## src/rtl/cache_request_arbiter.sv

```systemverilog
`default_nettype none
// ============================================================================
// Module   : cache_request_arbiter
// Purpose  : Shares the single access port of the 4-way set-associative cache
//            among NUM_REQ requesters. A round-robin arbiter picks one
//            requester. A transaction sequencer latches its opcode, address and
//            write byte, strobes the cache, samples hit/miss, waits out the miss
//            penalty and returns a done pulse. Completed hits and misses are
//            counted with saturating counters.
// Ports    : clk, rst_b (async, active-low)
//            i_req/i_req_opcode/i_req_addr/i_req_wdata : requester side (packed)
//            o_grant/o_done/o_done_hit/o_busy          : requester status
//            o_address_word/o_try_read/o_try_write/o_write_data, i_hit_miss
//                                                      : cache port
//            o_hit_count/o_miss_count                  : statistics
// Revision : 1.0 - initial release
// ============================================================================
module cache_request_arbiter #(
    parameter int NUM_REQ           = 4,
    parameter int ADDRESS_WORD_SIZE = 32,
    parameter int MISS_PENALTY      = 2
) (
    input  logic                                 clk,
    input  logic                                 rst_b,
    input  logic [NUM_REQ-1:0]                   i_req,
    input  logic [NUM_REQ-1:0]                   i_req_opcode,
    input  logic [NUM_REQ*ADDRESS_WORD_SIZE-1:0] i_req_addr,
    input  logic [NUM_REQ*8-1:0]                 i_req_wdata,
    output logic [NUM_REQ-1:0]                   o_grant,
    output logic                                 o_done,
    output logic                                 o_done_hit,
    output logic                                 o_busy,
    output logic [ADDRESS_WORD_SIZE-1:0]         o_address_word,
    output logic                                 o_try_read,
    output logic                                 o_try_write,
    output logic [7:0]                           o_write_data,
    input  logic                                 i_hit_miss,
    output logic [15:0]                          o_hit_count,
    output logic [15:0]                          o_miss_count
);

    localparam int c_IDX_W = (NUM_REQ > 1) ? $clog2(NUM_REQ) : 1;
    localparam int c_CNT_W = $clog2(MISS_PENALTY + 1);

    typedef enum logic [2:0] {
        S_IDLE     = 3'd0,
        S_ISSUE    = 3'd1,
        S_CHECK    = 3'd2,
        S_STALL    = 3'd3,
        S_COMPLETE = 3'd4
    } state_t;

    state_t                         r_state;
    logic [c_IDX_W-1:0]             r_ptr;
    logic [c_IDX_W-1:0]             r_idx;
    logic [c_CNT_W-1:0]             r_stall_cnt;
    logic [NUM_REQ-1:0]             r_grant;
    logic                           r_done;
    logic                           r_done_hit;
    logic [ADDRESS_WORD_SIZE-1:0]   r_addr;
    logic [7:0]                     r_wdata;
    logic                           r_try_read;
    logic                           r_try_write;
    logic [15:0]                    r_hit_count;
    logic [15:0]                    r_miss_count;

    // ------------------------------------------------------------------
    // Round-robin pick: first set request starting at r_ptr, wrapping.
    // One extra bit on the running sum lets non-power-of-two NUM_REQ wrap.
    // ------------------------------------------------------------------
    logic                           w_found;
    logic [c_IDX_W-1:0]             w_sel_idx;
    logic [c_IDX_W:0]               w_sum;

    always_comb begin
        w_found   = 1'b0;
        w_sel_idx = '0;
        w_sum     = '0;
        for (int i = 0; i < NUM_REQ; i++) begin
            w_sum = {1'b0, r_ptr} + (c_IDX_W+1)'(i);
            if (w_sum >= (c_IDX_W+1)'(NUM_REQ)) begin
                w_sum = w_sum - (c_IDX_W+1)'(NUM_REQ);
            end
            if (!w_found && i_req[w_sum[c_IDX_W-1:0]]) begin
                w_found   = 1'b1;
                w_sel_idx = w_sum[c_IDX_W-1:0];
            end
        end
    end

    logic                           w_sel_op;
    logic [ADDRESS_WORD_SIZE-1:0]   w_sel_addr;
    logic [7:0]                     w_sel_wdata;

    assign w_sel_op    = i_req_opcode[w_sel_idx];
    assign w_sel_addr  = i_req_addr[w_sel_idx*ADDRESS_WORD_SIZE +: ADDRESS_WORD_SIZE];
    assign w_sel_wdata = i_req_wdata[w_sel_idx*8 +: 8];

    // ------------------------------------------------------------------
    // Sequencer. Every output is a register so nothing combinational
    // reaches the ports from the inputs.
    // ------------------------------------------------------------------
    always_ff @(posedge clk or negedge rst_b) begin
        if (!rst_b) begin
            r_state      <= S_IDLE;
            r_ptr        <= '0;
            r_idx        <= '0;
            r_stall_cnt  <= '0;
            r_grant      <= '0;
            r_done       <= 1'b0;
            r_done_hit   <= 1'b0;
            r_addr       <= '0;
            r_wdata      <= '0;
            r_try_read   <= 1'b0;
            r_try_write  <= 1'b0;
            r_hit_count  <= '0;
            r_miss_count <= '0;
        end else begin
            // Strobes and done are single-cycle by default.
            r_try_read  <= 1'b0;
            r_try_write <= 1'b0;
            r_done      <= 1'b0;
            case (r_state)
                S_IDLE: begin
                    if (w_found) begin
                        r_idx       <= w_sel_idx;
                        r_grant     <= NUM_REQ'(1) << w_sel_idx;
                        r_addr      <= w_sel_addr;
                        r_wdata     <= w_sel_wdata;
                        r_try_read  <= ~w_sel_op;
                        r_try_write <= w_sel_op;
                        r_state     <= S_ISSUE;
                    end
                end
                S_ISSUE: begin
                    r_state <= S_CHECK;
                end
                S_CHECK: begin
                    if (i_hit_miss) begin
                        r_done     <= 1'b1;
                        r_done_hit <= 1'b1;
                        r_state    <= S_COMPLETE;
                    end else begin
                        r_stall_cnt <= c_CNT_W'(MISS_PENALTY);
                        r_state     <= S_STALL;
                    end
                end
                S_STALL: begin
                    // Loaded with MISS_PENALTY, leaves on 1: exactly
                    // MISS_PENALTY cycles spent here.
                    if (r_stall_cnt == c_CNT_W'(1)) begin
                        r_done     <= 1'b1;
                        r_done_hit <= 1'b0;
                        r_state    <= S_COMPLETE;
                    end else begin
                        r_stall_cnt <= r_stall_cnt - c_CNT_W'(1);
                    end
                end
                S_COMPLETE: begin
                    if (r_done_hit) begin
                        if (r_hit_count != 16'hFFFF) r_hit_count <= r_hit_count + 16'd1;
                    end else begin
                        if (r_miss_count != 16'hFFFF) r_miss_count <= r_miss_count + 16'd1;
                    end
                    r_ptr      <= (r_idx == c_IDX_W'(NUM_REQ-1)) ? '0 : r_idx + c_IDX_W'(1);
                    r_grant    <= '0;
                    r_addr     <= '0;
                    r_wdata    <= '0;
                    r_done_hit <= 1'b0;
                    r_state    <= S_IDLE;
                end
                default: begin
                    r_state <= S_IDLE;
                end
            endcase
        end
    end

    assign o_grant        = r_grant;
    assign o_done         = r_done;
    assign o_done_hit     = r_done & r_done_hit;
    assign o_busy         = (r_state != S_IDLE);
    assign o_address_word = r_addr;
    assign o_try_read     = r_try_read;
    assign o_try_write    = r_try_write;
    assign o_write_data   = r_wdata;
    assign o_hit_count    = r_hit_count;
    assign o_miss_count   = r_miss_count;

endmodule
`default_nettype wire
```

## config.mk

```make
export PLATFORM = sky130hd
export DESIGN_NAME = cache_request_arbiter
export DESIGN_NICKNAME = d
export VERILOG_FILES = /design/src/rtl/cache_request_arbiter.sv
export SDC_FILE = /design/constraint.sdc
export NUM_CORES = 1
export LEC_CHECK = 0
export CORE_MARGIN = 3
export CORE_UTILIZATION = 37
export CTS_BUF_LIST = sky130_fd_sc_hd__clkbuf_4
export DETAILED_ROUTE_END_ITERATION = 16
export PLACE_DENSITY = 0.79
export SLEW_MARGIN = 0
export SYNTH_ARGS = -nofsm -noshare
export SYNTH_HDL_FRONTEND = slang
export SYNTH_SLANG_ARGS = --single-unit
```

## constraint.sdc

```tcl
create_clock -name clk -period 1.73 [get_ports clk]
set_input_delay 0.173 -clock clk [delete_from_list [all_inputs] [get_ports clk]]
set_output_delay 0.173 -clock clk [all_outputs]
set_load 0.02 [all_outputs]
```

# Word level (Yosys, flattened, before mapping)
# Index checks and enable logic that the tools add are counted.
dict set report totals {
  ff_bits 89
  in_bits 171
  output_inout_bits 81
  wordCells 116
}
dict set report op_classes {
  add_sub_neg 11
  n_lt_le_gt_ge 9
  n_eq_ne 13
  shifts 3
  n_mux 46
  bitwise 3
  n_reduce_logical 18
}
# operator count
set ops {}
lappend ops {{$shiftx 128x8->32} 1}
lappend ops {{$pmux 32 s2} 1}
lappend ops {{$add 16x1->16 const B} 2}
lappend ops {{$mux 32} 1}
lappend ops {{$ne 16x16->1 const B} 2}
lappend ops {{$shiftx 32x6->8} 1}
lappend ops {{$mux 2} 11}
lappend ops {{$mux 1} 17}
lappend ops {{$pmux 8 s2} 1}
lappend ops {{$lt 2x3->1 const B} 5}
lappend ops {{$pmux 3 s4} 1}
lappend ops {{$reduce_and 3->1} 4}
lappend ops {{$bmux 1 s2} 5}
lappend ops {{$ne 2x2->1 const B} 5}
lappend ops {{$sub 2x1->2 const B} 5}
lappend ops {{$ge 3x3->1 const B} 3}
lappend ops {{$mux 3} 3}
lappend ops {{$mux 8} 1}
lappend ops {{$pmux 4 s2} 1}
lappend ops {{$add 2x2->3 const B} 2}
lappend ops {{$eq 3x2->1 const B} 2}
lappend ops {{$reduce_and 2->1} 3}
lappend ops {{$reduce_bool 3->1} 2}
lappend ops {{$mux 4} 1}
lappend ops {{other kinds (17)} 23}

# Longest topological paths before layout
dict set report logic_depth {
  depth_word 19
  ltp_mapped 7
  ltp_nobuf 6
}

# Worst setup path before layout
# Ideal clock, no wire load.
dict set report synth_timing {
  path_kind {register to register}
  from {reg r_hit_count[4] (netlist: o_hit_count[4])}
  to {reg r_hit_count[14] (netlist: o_hit_count[14])}
  t_arrival_ps 1630
  slack_ps -30
  path_stages_with_launch 6
  cell_sequence {dfrtp_1 and3_1 and4_1 a311oi_2 nand4_1 xnor2_1}
}
dict set report synth_via {
  elab_chain_cells 2
}
# element line
set synth_rtl {}
lappend synth_rtl {{from (decl)} 64} ;# logic [15:0] r_hit_count;
lappend synth_rtl {{from (signal assigned)} 161} ;# if (r_hit_count != 16'hFFFF) r_hit_count <= r_hit_count + 16'd1;
lappend synth_rtl {{branches (longest 2 deep; another with $add 16x1->16)} --}
# Parallel ways; which one is timed is not known.
# A chain may end at the register's enable or synchronous reset.

# Worst setup path in the final report
dict set report layout_timing {
  from {reg r_ptr[1]}
  to {reg r_addr[2] (netlist: o_address_word[2])}
}
dict set report layout_via {
  elab_chain_cells 17
}
# element line
set layout_rtl {}
lappend layout_rtl {{from (decl)} 54} ;# logic [c_IDX_W-1:0] r_ptr;
lappend layout_rtl {{from (signal assigned)} 165} ;# r_ptr <= (r_idx == c_IDX_W'(NUM_REQ-1)) ? '0 : r_idx + c_IDX_W'(1);
lappend layout_rtl {{branches (longest 17 deep; another with $add 2x1->3)} --}
lappend layout_rtl {{to (signal assigned)} 128} ;# r_addr <= w_sel_addr;
lappend layout_rtl {{to (decl)} 60} ;# logic [ADDRESS_WORD_SIZE-1:0] r_addr;
# Parallel ways; which one is timed is not known. The select of a mux whose other input is x is not followed.

==> run_results.csv <==
group,metric,value,unit
pwr,vdd_drop_max,0.6650,mV
clock_network,htree_levels,3,
global_routing,grt_first_pass_wirelength,26110,um
worst_setup_path,cp_max_fo,9,
route,drt-wirelength-per-cell,18.91,um
floorplan,die_y,120.3,um
timing,worstMarginPinSlew,0.3889,ns
timing,max_freq,561.3,MHz
layout,regArea,2232,um2
route,via_count,4860,
worst_setup_path,arrival,2.11,ns
timing,max-slew-margin-rel,73.87,%
yosys,syn_inst,447,
route,drt_iter0_drc,263,
layout,utilization,67.34,%
global_routing,grtUsageTotal,22.80,%
timing,period_needed,1.782,ns
layout,fillers,971,
yosys,synth-simple-area-share,13.23,%
floorplan,core-area,12670,um2
layout,finalNetCount,927,
yosys,avgSynthCellArea,10.81,um2
worst_setup_path,critical_path_class,"reg -> reg",
yosys,ys_warn_count,0,
worst_setup_path,crit_chain,"a21oi_2 -> o21a_1 -> o22a_4 -> buf_12 -> clkbuf_16 -> mux2i_1 -> o221ai_1",
yosys,synthMuxAreaShare,17.69,%
run_status,status,"complete, but fails checks",
global_routing,grt_use_met1,26.69,%
layout,multi_input_area,2604,um2
yosys,synthXorXnorAreaFrac,5.075,%
worst_setup_path,cp-start-kind,"flop",
pwr,finalPower,10.84,mW
layout,antenna_cells,0,
floorplan,start_util,38.14,%
clock_network,cts_made_buffers,9,
global_routing,grtUsageMet3,5.332,%
route,vias_per_cell,5.231,
clock_network,cts.sinks,89,
run,maxCapViolCount,0,
global_routing,top_usage_layer,"met2",
yosys,synthAdderAreaFrac,1.036,%
pwr,power_density,1271,nW/um2
timing,setup_ws,-0.05173,ns
yosys,synth_top_family_by_area,"multiplexers",
route,first_pass_iters,4,
worst_hold_path,hp-class,"in -> async",
floorplan,num_rows,41,
timing,tns,-0.3558,ns
worst_setup_path,cp_slowest_cell,"dfrtp_1",
yosys,netlist_area,4832,um2
floorplan,dieArea,14470,um2
route,ant_nets,0,
global_routing,antenna_found_initial,0,
placed_design,routabilityCongestion,0.8425,
yosys,synthDistinctLibCells,50,
floorplan,num_io_pins,252,
clock_network,clk_latency,0.45,ns
timing,finClkSkew,0.01274,ns
global_routing,grt_max_degree,48,
worst_setup_path,cp.required,2.05,ns
timing,period_share,103.0,%
yosys,syn_nets,622,
placed_design,portBuffers,251,
pwr,leakagePower,3.912,nW
timing,finalSetupViolCount,21,
timing,slew_violations,0,
yosys,synth-compound-area-share,12.64,%
worst_setup_path,cp-end-kind,"flop",
route,drc,0,
timing,timing.hold.ws,0.1166,ns
timing,rsz0062_at_grt,"yes",
clock_network,clk_pin_slew_worst_paths,0.14,ns
run_status,violations,"setup timing",
global_routing,use_met2,40.96,%
layout,area_delta_synth_final,76.59,%
layout,drive_above_1_share,17.57,%
worst_setup_path,critical-path-top-delay-family,"compound AO/OA/AOI/OAI gates",
global_routing,grt_pass1_vias,4932,
clock_network,cts_buffer_depth,2,
timing,finalHoldViolations,0,
clock_network,cts-root-buf,"clkbuf_4",
worst_setup_path,slowest_delay,0.43,ns
global_routing,overflow,0,
clock_network,cts_tree,"yes",
worst_setup_path,worst-path-buf-inv,2,
placed_design,place_hpwl,12470,um
route,routed_wl,17570,um
yosys,synth-seq-area-share,46.09,%
yosys,ys_ff_latch,89,
floorplan,die_w,120.3,um
[metal layers]
layer  up-vias  wire length (um)
met1      2387              6719
met5         -                 0
li1       2273                 -
met3        27              1145
met2       173              9351
met4         0               355
[cell usage in the layout, fill, tap and decap left out, types with 3 or more instances in the layout]
cell type / instances
a21oi_1: 8
a21oi_2: 3
and3_1: 6
buf_12: 10
buf_16: 3
buf_4: 41
buf_6: 9
clkbuf_16: 5
clkbuf_4: 11
clkdlybuf4s50_1: 214
dfrtp_1: 85
dfrtp_2: 4
dlygate4sd2_1: 26
dlymetal6s2s_1: 8
ha_1: 3
inv_1: 8
mux2_2: 3
mux2i_1: 72
mux2i_2: 8
nand2_1: 61
nand3_1: 17
nand3_2: 4
nand4_1: 7
nor2_1: 12
nor3_1: 3
o21ai_0: 11
o221ai_1: 39
xnor2_1: 19
xor2_1: 7
[state kept, by name, summed over array words and instances, names as in the netlist]
signal,cells
o_try_read,1
o_hit_count,16
o_done,1
r_state,3
o_write_data,8
r_ptr,2
r_idx,2
o_address_word,32
r_stall_cnt,2
o_miss_count,16
o_try_write,1
r_done_hit,1
o_grant,4
[cell type report]
type,instances,area share [%]
inverter,10,0.4399
timing repair buffer,319,38.75
clock buffer,11,0.9677
sequential,89,26.16
multi-input combinational,323,30.51
clock inverter,5,0.6452
tap,172,2.522
[synth_stat cells (all sizes together)]
master	number	area share (%)
o21ai	13	1.5
o211ai	1	0.16
nor4	1	0.26
xnor2	20	3.6
nand4	8	1.2
o221ai	40	7.3
and4	2	0.36
a311oi	1	0.31
a22oi	1	0.16
o22a	2	0.36
nor2	13	1.1
nor2b	1	0.13
nand3	22	2.4
a31oi	1	0.13
a21boi	2	0.31
or4b	1	0.21
or4	1	0.16
mux2i	82	17
xor2	8	1.5
ha	4	1.0
a2bb2oi	1	0.18
o31ai	1	0.16
a21oi	11	1.2
a211oi	1	0.26
o2bb2ai	1	0.18
clkbuf	1	0.16
buf	24	3.3
mux2	3	0.70
or3	2	0.26
and3	8	1.0
and2	1	0.13
o21a	1	0.16
dfrtp	89	46
a221oi	1	0.18
nand2	61	4.7
nor4b	1	0.49
nor3	5	0.85
o22ai	1	0.13
inv	10	0.78
[kinds of logic (layout without fill, tap and decap cells)]
| family | Yosys count | after routing |
|---|---|---|
| XOR/XNOR | 28 | 28 |
| flip-flops | 89 | 89 |
| AND/OR/NAND/NOR | 127 | 127 |
| adder cells (fa/ha/maj) | 4 | 4 |
| buffers and inverters | 35 | 345 |
| multiplexers | 85 | 85 |
| AO/OA/AOI/OAI | 79 | 79 |
[per-stage QoR]
step                worst slack [ns]  instance area, um2  instances
finish                      -0.05173                8533        929
global route                 -0.1225                8533        929
CTS                         -0.07051                8193        918
detailed placement           -0.3223                7924        894
global placement             -0.2707                7924        894
floorplan                 -0.0005984                4850        447
[worst paths after layout]
check	start	cells past startpoint	slack [ns]	end
worst min register to register	o_address_word[28]	2	0.50	o_address_word[28]
worst min-delay path	rst_b	2	0.12	o_hit_count[2]
worst max register to register	r_ptr[1]	7	-0.05	o_address_word[2]
worst max-delay path	r_ptr[1]	7	-0.05	o_address_word[2]
min in group clk	i_req_addr[15]	3	0.38	o_address_word[15]
max in group asynchronous	rst_b	3	0.97	o_address_word[23]
[power by group]
group          internal (mW)  switching, mW
logic                   3.34           3.14
registers               2.75          0.428
clock network          0.472          0.718
[what timing repair did]
| action | CTS | global route |
|---|---|---|
| resized for setup | 42 | 45 |
| hold buffers | 1 | 0 |
| gates cloned | 2 | 6 |
| hold endpoints to repair | 89 | 0 |
| pin swaps | 4 | 23 |
| buffers inserted | 5 | 5 |
| endpoints found under the setup margin | 49 | 68 |
Note: power is estimated with default switching activity, not from simulation.
